## src/rtl/spi_sd_responder.sv

```systemverilog
// spi_sd_responder
// SD-card style SPI responder. It receives 6-byte commands and answers with an
// R1 byte. For an accepted CMD17 it then streams a 512-byte block, fetched from
// an external word buffer, framed by a start token and two CRC bytes.
// The SPI pins are oversampled by the system clock, which must be at least
// 8x SCK.
//
// Ports
//   spi_clk_i    system clock, rising edge
//   spi_rstn_i   asynchronous active-low reset
//   SCK/SS/MOSI  SPI mode 0 inputs from the master (SS active-low)
//   MISO         response data, idle high
//   cmd_o        last complete 48-bit command frame
//   cmd_valid_o  one-cycle pulse when cmd_o updates
//   blk_addr_o   argument of the last accepted CMD17
//   rd_req_o     block-buffer read strobe
//   rd_addr_o    buffer word index 0..127
//   rd_data_i    buffer word, valid one cycle after rd_req_o
//   idle_o       card-idle flag (R1 bit 0)
//
// Configuration
//   SPI_SD_CRC_CHECK_EN  when defined, the CRC7 of each command is checked.
//                        A bad CRC answers R1 = 0x08 | idle and leaves the
//                        card state untouched.

module spi_sd_responder (
    input  logic        spi_clk_i,
    input  logic        spi_rstn_i,
    input  logic        SCK,
    input  logic        SS,
    input  logic        MOSI,
    output logic        MISO,
    output logic [47:0] cmd_o,
    output logic        cmd_valid_o,
    output logic [31:0] blk_addr_o,
    output logic        rd_req_o,
    output logic [6:0]  rd_addr_o,
    input  logic [31:0] rd_data_i,
    output logic        idle_o
);

    typedef enum logic [2:0] {IDLE, CMD, NCR, R1, GAP, TOKEN, DATA, CRC} state_t;

    state_t      state, state_next;
    logic [2:0]  sck_sync;
    logic [1:0]  ss_sync, mosi_sync;
    logic [2:0]  bit_cnt;
    logic [6:0]  rx_shift;
    logic [39:0] cmd_shift;
    logic [2:0]  cmd_cnt;
    logic [7:0]  tx_shift, tx_next;
    logic [1:0]  byte_idx;
    logic [6:0]  word_idx;
    logic [31:0] data_word;
    logic        rd_cap;
    logic [7:0]  r1_val, r1_next;
    logic        accept, accept_next;
    logic        idle, idle_next;
    logic        acmd, acmd_next;

    logic        sck_rise, sck_fall, ss_high, mosi_bit, byte_done;
    logic [7:0]  rx_byte;
    logic [47:0] frame;

    // The third SCK stage only exists for edge detection, so SCK edges line up
    // with the two-stage MOSI and SS samples.
    assign sck_rise  = sck_sync[1] & ~sck_sync[2];
    assign sck_fall  = ~sck_sync[1] & sck_sync[2];
    assign ss_high   = ss_sync[1];
    assign mosi_bit  = mosi_sync[1];
    assign rx_byte   = {rx_shift, mosi_bit};
    assign byte_done = sck_rise & ~ss_high & (bit_cnt == 3'd7);
    assign frame     = {cmd_shift, rx_byte};
    assign MISO      = tx_shift[7];
    assign idle_o    = idle;

`ifdef SPI_SD_CRC_CHECK_EN
    // CRC7, polynomial x^7 + x^3 + 1, over the first 40 frame bits.
    function automatic logic [6:0] crc7(input logic [39:0] bits);
        logic [6:0] c;
        logic       fb;
        c = '0;
        for (int i = 39; i >= 0; i--) begin
            fb = bits[i] ^ c[6];
            c  = {c[5:0], 1'b0};
            if (fb) c = c ^ 7'h09;
        end
        return c;
    endfunction
`endif

    // Command decode. This is evaluated on the frame that completes in the
    // current cycle and only takes effect at frame_done.
    always_comb begin
        r1_next     = 8'h04 | {7'b0, idle};
        accept_next = 1'b0;
        idle_next   = idle;
        acmd_next   = 1'b0;
        case (frame[45:40])
            6'd0: begin
                r1_next   = 8'h01;
                idle_next = 1'b1;
            end
            6'd55: begin
                r1_next   = {7'b0, idle};
                acmd_next = 1'b1;
            end
            6'd41: if (acmd) begin
                r1_next   = 8'h00;
                idle_next = 1'b0;
            end
            6'd17: if (!idle) begin
                r1_next     = 8'h00;
                accept_next = 1'b1;
            end
            default: ;
        endcase
`ifdef SPI_SD_CRC_CHECK_EN
        if (crc7(frame[47:8]) != frame[7:1]) begin
            r1_next     = 8'h08 | {7'b0, idle};
            accept_next = 1'b0;
            idle_next   = idle;
            acmd_next   = acmd;
        end
`endif
    end

    // Byte-level sequencing. Transitions happen only at byte boundaries, except
    // that SS high forces IDLE.
    always_comb begin
        state_next = state;
        if (ss_high) begin
            state_next = IDLE;
        end else if (byte_done) begin
            case (state)
                IDLE:    if (rx_byte[7:6] == 2'b01) state_next = CMD;
                CMD:     if (cmd_cnt == 3'd5) state_next = NCR;
                NCR:     state_next = R1;
                R1:      state_next = accept ? GAP : IDLE;
                GAP:     state_next = TOKEN;
                TOKEN:   state_next = DATA;
                DATA:    if (byte_idx == 2'd3 && word_idx == 7'd127) state_next = CRC;
                CRC:     if (byte_idx == 2'd1) state_next = IDLE;
                default: state_next = IDLE;
            endcase
        end
    end

    // Byte to put on MISO for the byte that starts in the current state.
    always_comb begin
        tx_next = 8'hFF;
        case (state)
            R1:    tx_next = r1_val;
            TOKEN: tx_next = 8'hFE;
            DATA: begin
                case (byte_idx)
                    2'd0:    tx_next = data_word[31:24];
                    2'd1:    tx_next = data_word[23:16];
                    2'd2:    tx_next = data_word[15:8];
                    default: tx_next = data_word[7:0];
                endcase
            end
            default: ;
        endcase
    end

    always_ff @(posedge spi_clk_i or negedge spi_rstn_i) begin
        if (!spi_rstn_i) state <= IDLE;
        else             state <= state_next;
    end

    // A new byte is loaded on the SCK falling edge that follows a completed
    // byte, so its MSB is on MISO before the master's next rising edge. Buffer
    // reads are issued on that same edge. The word being replaced has already
    // been copied into tx_shift, and the new word is needed only a full byte
    // later.
    always_ff @(posedge spi_clk_i or negedge spi_rstn_i) begin
        if (!spi_rstn_i) begin
            sck_sync    <= '0;
            ss_sync     <= 2'b11;
            mosi_sync   <= 2'b11;
            bit_cnt     <= '0;
            rx_shift    <= '0;
            cmd_shift   <= '0;
            cmd_cnt     <= '0;
            tx_shift    <= 8'hFF;
            byte_idx    <= '0;
            word_idx    <= '0;
            data_word   <= '0;
            rd_cap      <= 1'b0;
            r1_val      <= 8'hFF;
            accept      <= 1'b0;
            idle        <= 1'b1;
            acmd        <= 1'b0;
            cmd_o       <= '0;
            cmd_valid_o <= 1'b0;
            blk_addr_o  <= '0;
            rd_req_o    <= 1'b0;
            rd_addr_o   <= '0;
        end else begin
            sck_sync    <= {sck_sync[1:0], SCK};
            ss_sync     <= {ss_sync[0], SS};
            mosi_sync   <= {mosi_sync[0], MOSI};
            cmd_valid_o <= 1'b0;
            rd_req_o    <= 1'b0;
            rd_cap      <= rd_req_o;
            if (rd_cap) data_word <= rd_data_i;

            if (ss_high) begin
                bit_cnt  <= '0;
                tx_shift <= 8'hFF;
                cmd_cnt  <= '0;
                byte_idx <= '0;
                word_idx <= '0;
            end else begin
                if (sck_rise) begin
                    bit_cnt  <= bit_cnt + 3'd1;
                    rx_shift <= {rx_shift[5:0], mosi_bit};
                end
                if (sck_fall) begin
                    if (bit_cnt == 3'd0) begin
                        tx_shift <= tx_next;
                        if (state == TOKEN) begin
                            rd_req_o  <= 1'b1;
                            rd_addr_o <= 7'd0;
                        end else if (state == DATA && byte_idx == 2'd3 && word_idx != 7'd127) begin
                            rd_req_o  <= 1'b1;
                            rd_addr_o <= word_idx + 7'd1;
                        end
                    end else begin
                        tx_shift <= {tx_shift[6:0], 1'b1};
                    end
                end
                if (byte_done) begin
                    case (state)
                        IDLE: if (rx_byte[7:6] == 2'b01) begin
                            cmd_shift <= {32'b0, rx_byte};
                            cmd_cnt   <= 3'd1;
                        end
                        CMD: begin
                            cmd_shift <= frame[39:0];
                            cmd_cnt   <= cmd_cnt + 3'd1;
                            if (cmd_cnt == 3'd5) begin
                                cmd_o       <= frame;
                                cmd_valid_o <= 1'b1;
                                r1_val      <= r1_next;
                                accept      <= accept_next;
                                idle        <= idle_next;
                                acmd        <= acmd_next;
                                cmd_cnt     <= '0;
                                if (accept_next) blk_addr_o <= frame[39:8];
                            end
                        end
                        DATA: begin
                            byte_idx <= byte_idx + 2'd1;
                            if (byte_idx == 2'd3) word_idx <= word_idx + 7'd1;
                        end
                        CRC: byte_idx <= (byte_idx == 2'd1) ? 2'd0 : byte_idx + 2'd1;
                        default: ;
                    endcase
                end
            end
        end
    end

endmodule

```

## config.mk

```make
export PLATFORM = sky130hd
export DESIGN_NAME = spi_sd_responder
export DESIGN_NICKNAME = d
export VERILOG_FILES = /design/src/rtl/spi_sd_responder.sv
export SDC_FILE = /design/constraint.sdc
export NUM_CORES = 1
export LEC_CHECK = 0
export CAP_MARGIN = 30
export CORE_MARGIN = 2
export CORE_UTILIZATION = 45
export DETAILED_ROUTE_END_ITERATION = 6
export PLACE_DENSITY = 0.65
export REMOVE_ABC_BUFFERS = 1
export SYNTH_ARGS = -nofsm -noshare
export SYNTH_HDL_FRONTEND = slang
export SYNTH_SLANG_ARGS = --single-unit
```

## constraint.sdc

```tcl
create_clock -name spi_clk_i -period 2.88 [get_ports spi_clk_i]
set_input_delay 0.576 -clock spi_clk_i [delete_from_list [all_inputs] [get_ports spi_clk_i]]
set_output_delay 0.576 -clock spi_clk_i [all_outputs]
set_load 0.005 [all_outputs]
```

==> results.py, run 1 <==
metrics = {
    "setup_path": {
        "critPathKind": "register to register",
        "timing.critical_path.slowest_stage_cell": "and4bb_1",
        "max_stage_delay_ps": 420,
        "r2r_setup_slack_ps": 490,
        "reg2reg_depth": 7,
        "cp_cell_sequence": "ha_1 > ha_1 > and4bb_1 > nand2_4 > nor4_4 > buf_4 > mux2_2",
        "worst_ep_arrival_time_ps": 2780,
        "crit-reg2reg-capture": "blk_addr_o[2]",
        "worst-path-max-fanout": 21,
        "critical_path_startpoint_category": "register",
        "critical_path_buf_inv_count": 1,
        "critical_path.top_delay_family": "simple AND/OR/NAND/NOR gates",
        "cp.required_ps": 3270,
        "cp-end-kind": "register",
        "timing.rr.start": "bit_cnt[0]",
        "worst_path_most_repeated_cell": "ha_1",
    },
    "placement": {
        "dp_hpwl_mm": 12.91,
        "pre_cts_slack_ps": 468.7,
        "gp_congestion": 0.7706,
        "buffer_ports.inserted": 127,
        "placement.cell_area_um2": 10210,
    },
    "power": {
        "power_leakage_uw": 0.005157,
        "power.density_nw_per_um2": 557.0,
        "worst_ir_drop_vdd_v": 0.0004383,
    },
    "final_layout": {
        "final_design_area_no_fill_um2": 10950,
        "layout_filler_cell_count": 1525,
        "area_growth_syn_to_layout_pct": 26.46,
        "fin_nets": 879,
        "mostFrequentLayoutCell": "dfrtp_1",
        "drive_gt1_frac": 0.1897,
        "mostFrequentLayoutCells": "dfrtp_1, nand2_1, clkdlybuf4s50_1",
        "diodes": 0,
    },
    "sta": {
        "hold_violations": 0,
        "fmaxAchievable_mhz": 418.2,
        "period_needed_ps": 2391,
        "slew_viol_final": 0,
        "rsz0062_at_grt": "false",
        "post-route-period-util": 0.8304,
        "timing.final.ws_setup_ps": 488.5,
        "worst_slew_margin_rel": 0.4205,
        "setup_total_negative_slack_ps": 0,
        "finalSetupViolCount": 0,
        "finalClockSkew_ps": 10.47,
        "hold_slack_ps": 88.09,
        "worst_pin_slew_ps": 862.6,
    },
    "synth": {
        "synth_area_um2": 8658,
        "number_of_flops_mapped_to_enable_cells_by_yosys": 0,
        "synth_area_leader_cell": "dfrtp_1",
        "synthDominantCellAreaShare": 0.5549,
        "synth-async-reset-ratio": 1.000,
        "ys_dominant_reg_cell": "dfrtp_1",
        "netlist_top_cells_area": "dfrtp_1, nand2_1, mux2_2, dfstp_2, mux2_4",
        "post_synth_num_cell_types": 56,
        "number_of_instances_in_the_synthesized_netlist": 708,
        "yosys_warnings": 0,
        "synth.avg_cell_area_um2": 12.23,
        "synth.ff_latch_count": 208,
        "yosysSeqAreaShare": 0.6035,
    },
    "die": {
        "io_pins": 128,
        "design.die.area_um2": 20370,
        "core_um2": 18770,
        "start_util": 0.4613,
        "dieHeight_um": 142.7,
        "fp.dieW_um": 142.7,
        "row_count": 50,
    },
    "run": {
        "maxCapViolCount": 0,
    },
    "clocking": {
        "clk-insertion-delay-late_ps": 500,
        "worst_setup_hold_path_clk_slew_ps": 60,
        "tritoncts.num_buffers": 22,
        "post_cts_buffers": 0,
        "number_of_levels_the_h_tree_was_split_into": 1,
        "cts_root_buf": "clkbuf_16",
        "clkSinkCount": 208,
        "tritoncts": "built",
        "clockBufferDepth": 3,
        "ctsResizeCount": 0,
        "holdBufCountCts": 0,
    },
    "grt": {
        "grtUsageMet3": 0.03219,
        "grt_overflow": 0,
        "track_usage": 0.1930,
        "via_count_of_the_first_global_routing_pass": 6064,
        "grt_max_degree": 77,
        "antenna_found_initial": 0,
        "grt.busiest_layer": "met2",
        "globalRouteMet1Util": 0.2671,
        "met2_usage": 0.3224,
        "grt_pass1_wl_mm": 31.55,
    },
    "worst_hold_path": {
        "hold_class": "primary input to asynchronous set/reset pin",
    },
    "detailed_routing": {
        "vias": 5836,
        "drt.antenna.violating_nets": 0,
        "routed_wire_length_per_instance_um": 17.65,
        "drt_iter0_drc": 324,
        "wl_mm": 19.20,
        "route.detailed.drc": 0,
        "avgViaCountPerCell": 5.364,
        "drt_first_pass_iters": 4,
    },
    "status": {
        "status": "completed",
    },
}
## metrics by stage
| stage | utilization | total power, uW | instances |
|---|---|---|---|
| floorplan | - | 3126 | 667 |
| global placement | 0.5443 | 3279 | 1048 |
| detailed placement | 0.5443 | 3287 | 1048 |
| CTS | 0.5834 | 6164 | 1088 |
| global route | 0.5834 | 6325 | 1088 |
| finish | 0.5834 | 6099 | 1088 |
## report_power, final
part | internal, uW | total [uW] | switching [uW]
sequential | 2970 | 3040 | 60.9
combinational | 95.7 | 194 | 98.4
clock | 1740 | 2870 | 1130
total | 4810 | 6100 | 1290
## registers in the layout, summed over array words and instances, names as in the netlist, 7 cells and up
| register | cells |
|---|---|
| cmd_o | 48 |
| cmd_shift | 40 |
| blk_addr_o | 32 |
| data_word | 32 |
| tx_shift | 8 |
| rd_addr_o | 7 |
| rx_shift | 7 |
| word_idx | 7 |
## worst max-delay path by stage
| stage | depth (start not counted) | startpoint | end | slack, ps |
|---|---|---|---|---|
| floorplan | 6 | bit_cnt[0] | blk_addr_o[0] | -280 |
| detailed placement | 7 | bit_cnt[0] | blk_addr_o[2] | 470 |
| global placement | 7 | bit_cnt[0] | blk_addr_o[2] | 560 |
| global route | 7 | bit_cnt[0] | blk_addr_o[2] | 350 |
| CTS | 7 | bit_cnt[0] | blk_addr_o[2] | 470 |
| finish | 7 | bit_cnt[0] | blk_addr_o[2] | 490 |
## cells by family (layout without fill, tap and decap cells)
| logic type | after synthesis | in the layout | share of synthesized area |
|---|---|---|---|
| buffers and inverters | 49 | 195 | 0.02847 |
| adders and majority gates | 4 | 4 | 0.005781 |
| AOI/OAI and AO/OA | 93 | 93 | 0.08165 |
| muxes | 93 | 93 | 0.1392 |
| and+or+nand+nor | 253 | 253 | 0.1334 |
| xor gates and xnor gates | 8 | 8 | 0.008093 |
| DFF | 208 | 208 | 0.6035 |
## per-layer routing
layer / routed length, um / vias to the layer above
li1: - / 2720
met1: 8552 / 2973
met2: 9458 / 121
met3: 921 / 22
met4: 269 / 0
met5: 0 / -
## area by class of cell
class                           count  area [um^2]  area share
Multi-Input combinational cell    451         3204      0.2927
Timing Repair Buffer              147         1463      0.1336
Clock buffer                       32        608.1     0.05554
Clock inverter                      8        126.4     0.01154
Tap cell                          234        292.8     0.02674
Inverter                            8        30.03    0.002743
Sequential cell                   208         5225      0.4772
## Yosys cell counts (5+ instances only)
cell        n
o21ai_0    10
nor2b_1     8
o22ai_1     7
dfrtp_1   192
inv_1       7
mux2_2     50
mux2_4     20
nand3b_1    5
mux2i_1     6
nand2b_1    9
xor2_1      6
mux2_1      9
nand2_1   167
nor2_1     23
buf_2      16
buf_1       5
o211ai_1    7
clkbuf_1   12
a21oi_1    16
nand3_1    10
mux4_2      8
dfstp_2    16
o211ai_2    7
a22o_1     31
No activity file was read; power rests on OpenSTA's default activity.
==> inputs of run 2 (changes only) <==
clock period = 2.4 ns   (was 2.88 ns; I/O delays follow)
==> results.py, run 2 (same netlist as run 1, synthesis figures left out) <==
metrics = {
    "power": {
        "power_report.internal_total_uw": 5666,
        "power.share.switching": 0.2115,
        "combinational_power_share": 0.033,
        "design_power_total_uw": 7186,
        "power.clock.fraction": 0.460,
        "seq_power_share": 0.506,
        "power.density_nw_per_um2": 652.4,
        "switching_power_uw": 1520,
        "worst_ir_drop_vdd_v": 0.0004067,
        "power_leakage_uw": 0.005191,
    },
    "detailed_routing": {
        "drt_first_pass_iters": 4,
        "route.detailed.drc": 0,
        "avgViaCountPerCell": 5.330,
        "vias": 5820,
        "routed_wire_length_per_instance_um": 17.68,
        "drt_iter0_drc": 431,
        "drt.antenna.violating_nets": 0,
        "wl_mm": 19.31,
    },
    "placement": {
        "pre_cts_slack_ps": 256.9,
        "buffer_ports.inserted": 127,
        "gp_congestion": 0.8139,
        "dp_hpwl_mm": 13.04,
        "placedCellCount": 1053,
    },
    "final_layout": {
        "postLayoutCoreUtil": 0.5869,
        "mostFrequentLayoutCells": "dfrtp_1, nand2_1, clkdlybuf4s50_1",
        "largest_register": "cmd_o",
        "fin_nets": 884,
        "area_growth_syn_to_layout_pct": 27.23,
        "mostFrequentLayoutCell": "dfrtp_1",
        "largest_reg_flops": 48,
        "finalNonFillerCells": 1092,
        "diodes": 0,
        "largestRegisters": "cmd_o (48), cmd_shift (40)",
        "drive_gt1_frac": 0.1981,
    },
    "sta": {
        "worst_slew_margin_rel": 0.4215,
        "timing.final.ws_setup_ps": 249.5,
        "setup_total_negative_slack_ps": 0,
        "post-route-period-util": 0.8960,
        "finalSetupViolCount": 0,
        "period_needed_ps": 2150,
        "slew_viol_final": 0,
        "fmaxAchievable_mhz": 465.0,
        "finalClockSkew_ps": 9.104,
        "worst_pin_slew_ps": 865.7,
        "hold_slack_ps": -5.951,
        "rsz0062_at_grt": "false",
        "hold_violations": 5,
    },
    "clocking": {
        "tritoncts.num_buffers": 22,
        "worst_setup_hold_path_clk_slew_ps": 60,
        "number_of_levels_the_h_tree_was_split_into": 1,
        "tritoncts": "built",
        "clk-insertion-delay-late_ps": 490,
        "holdBufCountCts": 0,
        "clkSinkCount": 208,
        "ctsResizeCount": 0,
        "clockBufferDepth": 3,
        "post_cts_buffers": 0,
        "cts_root_buf": "clkbuf_16",
    },
    "setup_path": {
        "critical_path_startpoint_category": "register",
        "worst-path-max-fanout": 18,
        "reg2reg_depth": 7,
        "cp-end-kind": "register",
        "crit-reg2reg-capture": "blk_addr_o[27]",
        "worst_ep_arrival_time_ps": 2520,
        "r2r_setup_slack_ps": 250,
        "critPathKind": "register to register",
        "timing.rr.start": "bit_cnt[0]",
        "cp.required_ps": 2770,
    },
    "die": {
        "io_pins": 128,
        "start_util": 0.4613,
        "core_um2": 18770,
        "design.die.area_um2": 20370,
        "row_count": 50,
        "dieHeight_um": 142.7,
        "fp.dieW_um": 142.7,
    },
    "grt": {
        "grt_max_degree": 66,
        "via_count_of_the_first_global_routing_pass": 6146,
        "antenna_found_initial": 0,
        "grt_pass1_wl_mm": 32.37,
        "grt_overflow": 0,
        "track_usage": 0.1973,
    },
    "status": {
        "violations_in_the_final_reports": "hold timing",
        "status": "complete, but fails checks",
    },
    "worst_hold_path": {
        "hold_class": "primary input to asynchronous set/reset pin",
    },
    "run": {
        "maxCapViolCount": 0,
    },
}
==> run 2: power by group through the flow <==
stage | combinational [uW] | sequential (uW) | clock, uW
global route | 267 | 3650 | 3550
detailed placement | 245 | 3700 | 0
CTS | 247 | 3640 | 3390
finish | 239 | 3640 | 3310
global placement | 238 | 3700 | 0
floorplan | 77.9 | 3670 | 0
==> run 2: how the worst max path moves through the flow <==
stage                                 to       start
final                     blk_addr_o[27]  bit_cnt[0]
after detailed placement  blk_addr_o[31]  bit_cnt[0]
after CTS                 blk_addr_o[27]  bit_cnt[0]
after global routing      blk_addr_o[26]  bit_cnt[0]
after floorplan            blk_addr_o[0]  bit_cnt[0]
after global placement    blk_addr_o[30]  bit_cnt[0]
==> run 2: layout make-up <==
class	count	area, um^2
Fill cell	1499	7752
Clock buffer	31	645.6
Sequential cell	208	5225
Timing Repair Buffer	152	1550
Tap cell	234	292.8
Inverter	8	30.03
Clock inverter	8	67.56
Multi-Input combinational cell	451	3204
==> run 2: metrics by stage <==
step	hold slack (ps)	area, um^2
floorplan	184.4	8442
global placement	335.3	10300
detailed placement	345.8	10300
CTS	6.665	11020
global route	14.28	11020
finish	-5.951	11020
==> run 2: layer usage <==
metal	vias to the layer above	wire [um]	share of wire	global-route usage
met5	-	0	0	0
met4	0	238	0.012	0.04429
met3	19	655	0.034	0.02884
met2	116	9309	0.48	0.3163
met1	2956	9104	0.47	0.2875
li1	2729	-	-	-
==> run 2: critical path, stage by stage (launching register included) <==
cell and delay (ps):
dfrtp_1 390, ha_1 170, ha_1 170, and4bb_1 270, nand2_4 80, nor4_4 360, buf_12 240, mux2_1 340
==> inputs of run 3 (changes only) <==
PLACE_DENSITY = 0.72   (was 0.65)
clock period = 1.9 ns   (was 2.4 ns; I/O delays follow)
==> results.py, run 3 (same netlist as run 1, synthesis figures left out) <==
metrics = {
    "status": {
        "status": "complete, but fails checks",
        "violations_in_the_final_reports": "setup timing",
    },
    "grt": {
        "globalRouteMet1Util": 0.2943,
        "grt_max_degree": 60,
        "via_count_of_the_first_global_routing_pass": 6292,
        "grtUsageMet3": 0.02649,
        "track_usage": 0.2032,
        "grt_overflow": 0,
        "met2_usage": 0.3201,
        "grt.busiest_layer": "met2",
        "grt_pass1_wl_mm": 33.18,
        "antenna_found_initial": 0,
    },
    "power": {
        "power_leakage_uw": 0.005482,
        "combinational_power_share": 0.037,
        "power.clock.fraction": 0.471,
        "power_report.internal_total_uw": 7359,
        "seq_power_share": 0.492,
        "worst_ir_drop_vdd_v": 0.0005949,
        "power.share.switching": 0.2124,
        "power.density_nw_per_um2": 804.3,
        "design_power_total_uw": 9344,
        "switching_power_uw": 1985,
    },
    "setup_path": {
        "worst-path-max-fanout": 8,
        "cp-startpoint": "bit_cnt[0]",
        "timing.rr.start": "bit_cnt[0]",
        "worst_ep_arrival_time_ps": 2400,
        "timing.critical_path.slowest_stage_cell": "dfrtp_1",
        "max_stage_delay_ps": 390,
        "reg2reg_depth": 8,
        "cp.required_ps": 2280,
        "cp-end-kind": "register",
        "r2r_setup_slack_ps": -120,
        "critical_path.top_delay_family": "buffers and inverters",
        "critPathKind": "register to register",
        "cp_num_cells": 8,
        "critical_path_startpoint_category": "register",
        "critical_path_buf_inv_count": 3,
        "cp_cell_sequence": "ha_2 > ha_4 > and4bb_2 > buf_4 > buf_6 > o211ai_4 > buf_12 > mux2_4",
    },
    "final_layout": {
        "diodes": 0,
        "fin_nets": 924,
        "mostFrequentLayoutCell": "dfrtp_1",
        "postLayoutCoreUtil": 0.6190,
        "mostFrequentLayoutCells": "dfrtp_1, nand2_1, clkdlybuf4s50_1",
        "largestRegisters": "cmd_o (48), cmd_shift (40)",
        "area_growth_syn_to_layout_pct": 34.18,
        "drive_gt1_frac": 0.2550,
        "largest_reg_flops": 48,
        "largest_register": "cmd_o",
        "layout_filler_cell_count": 1470,
    },
    "sta": {
        "fmaxAchievable_mhz": 494.0,
        "hold_violations": 0,
        "period_needed_ps": 2024,
        "finalSetupViolCount": 118,
        "setup_total_negative_slack_ps": -7166,
        "rsz0062_at_grt": "true",
        "slew_viol_final": 0,
        "worst_slew_margin_rel": 0.5742,
        "post-route-period-util": 1.065,
        "timing.final.ws_setup_ps": -124.3,
        "finalClockSkew_ps": 19.91,
        "worst_pin_slew_ps": 632.0,
    },
    "die": {
        "start_util": 0.4613,
        "core_um2": 18770,
        "row_count": 50,
        "dieHeight_um": 142.7,
        "design.die.area_um2": 20370,
        "fp.dieW_um": 142.7,
        "io_pins": 128,
    },
    "placement": {
        "buffer_ports.inserted": 127,
        "pre_cts_slack_ps": -199.7,
        "gp_congestion": 0.8459,
        "dp_hpwl_mm": 13.04,
    },
    "detailed_routing": {
        "vias": 6056,
        "route.detailed.drc": 0,
        "drt_first_pass_iters": 5,
        "routed_wire_length_per_instance_um": 17.66,
        "wl_mm": 19.99,
        "avgViaCountPerCell": 5.350,
        "drt.antenna.violating_nets": 0,
        "drt_iter0_drc": 328,
    },
    "clocking": {
        "tritoncts.num_buffers": 22,
        "clk-insertion-delay-late_ps": 510,
        "number_of_levels_the_h_tree_was_split_into": 1,
        "tritoncts": "built",
        "cts_root_buf": "clkbuf_16",
        "worst_setup_hold_path_clk_slew_ps": 50,
        "clockBufferDepth": 3,
        "clkSinkCount": 208,
    },
    "run": {
        "maxCapViolCount": 0,
    },
    "worst_hold_path": {
        "worstHoldPathCells": 1,
        "hold_path_startpoint": "MOSI",
        "hold_class": "primary input to register",
    },
}
run 3: path summary, 6_finish.rpt:
kind	to
max	cmd_shift[0]
min	mosi_sync[0]
max reg2reg	cmd_shift[0]
min reg2reg	sck_sync[1]
max in group asynchronous	tx_shift[0]
min in group asynchronous	data_word[5]
run 3: power by group through the flow:
stage,Sequential [uW],Combinational (uW),Clock (uW)
2_1_floorplan,4640,98.4,0
3_3_place_gp,4660,321,0
3_5_place_dp,4670,328,0
4_1_cts,4600,335,4490
5_1_grt,4600,381,4720
6_report,4600,344,4400
run 3: area by class of cell:
type	count	area (um^2)	share of cell area
inverter	8	32.53	0.002800
tap	234	292.8	0.02520
clock buffer	31	654.4	0.05633
timing repair buffer	192	1984	0.1708
sequential	208	5225	0.4498
multi-input combinational	451	3323	0.2861
clock inverter	8	105.1	0.009047
run 3: per-layer routing:
layer / up-vias / wire length (um)
met4: 0 / 450
met5: - / 0
met3: 37 / 896
met1: 3066 / 9149
met2: 148 / 9494
li1: 2805 / -
run 3: through the flow:
step	hold WS (ps)	cells	cell area, um^2
after floorplan	84.41	667	8442
after global placement	332.8	1082	10540
after detailed placement	334.7	1082	10540
after CTS	270.3	1131	11540
after global routing	277.4	1132	11620
final	288.1	1132	11620
run 3: what timing repair did:
| item | in CTS | in global routing |
|---|---|---|
| hold endpoints to repair | 51 | 0 |
| setup buffers | 6 | 2 |
| gates cloned | 3 | 1 |
| endpoints found under the setup margin | 114 | 136 |
| resized for setup | 25 | 26 |
| hold buffers | 1 | 0 |
| pin swaps | 2 | 8 |
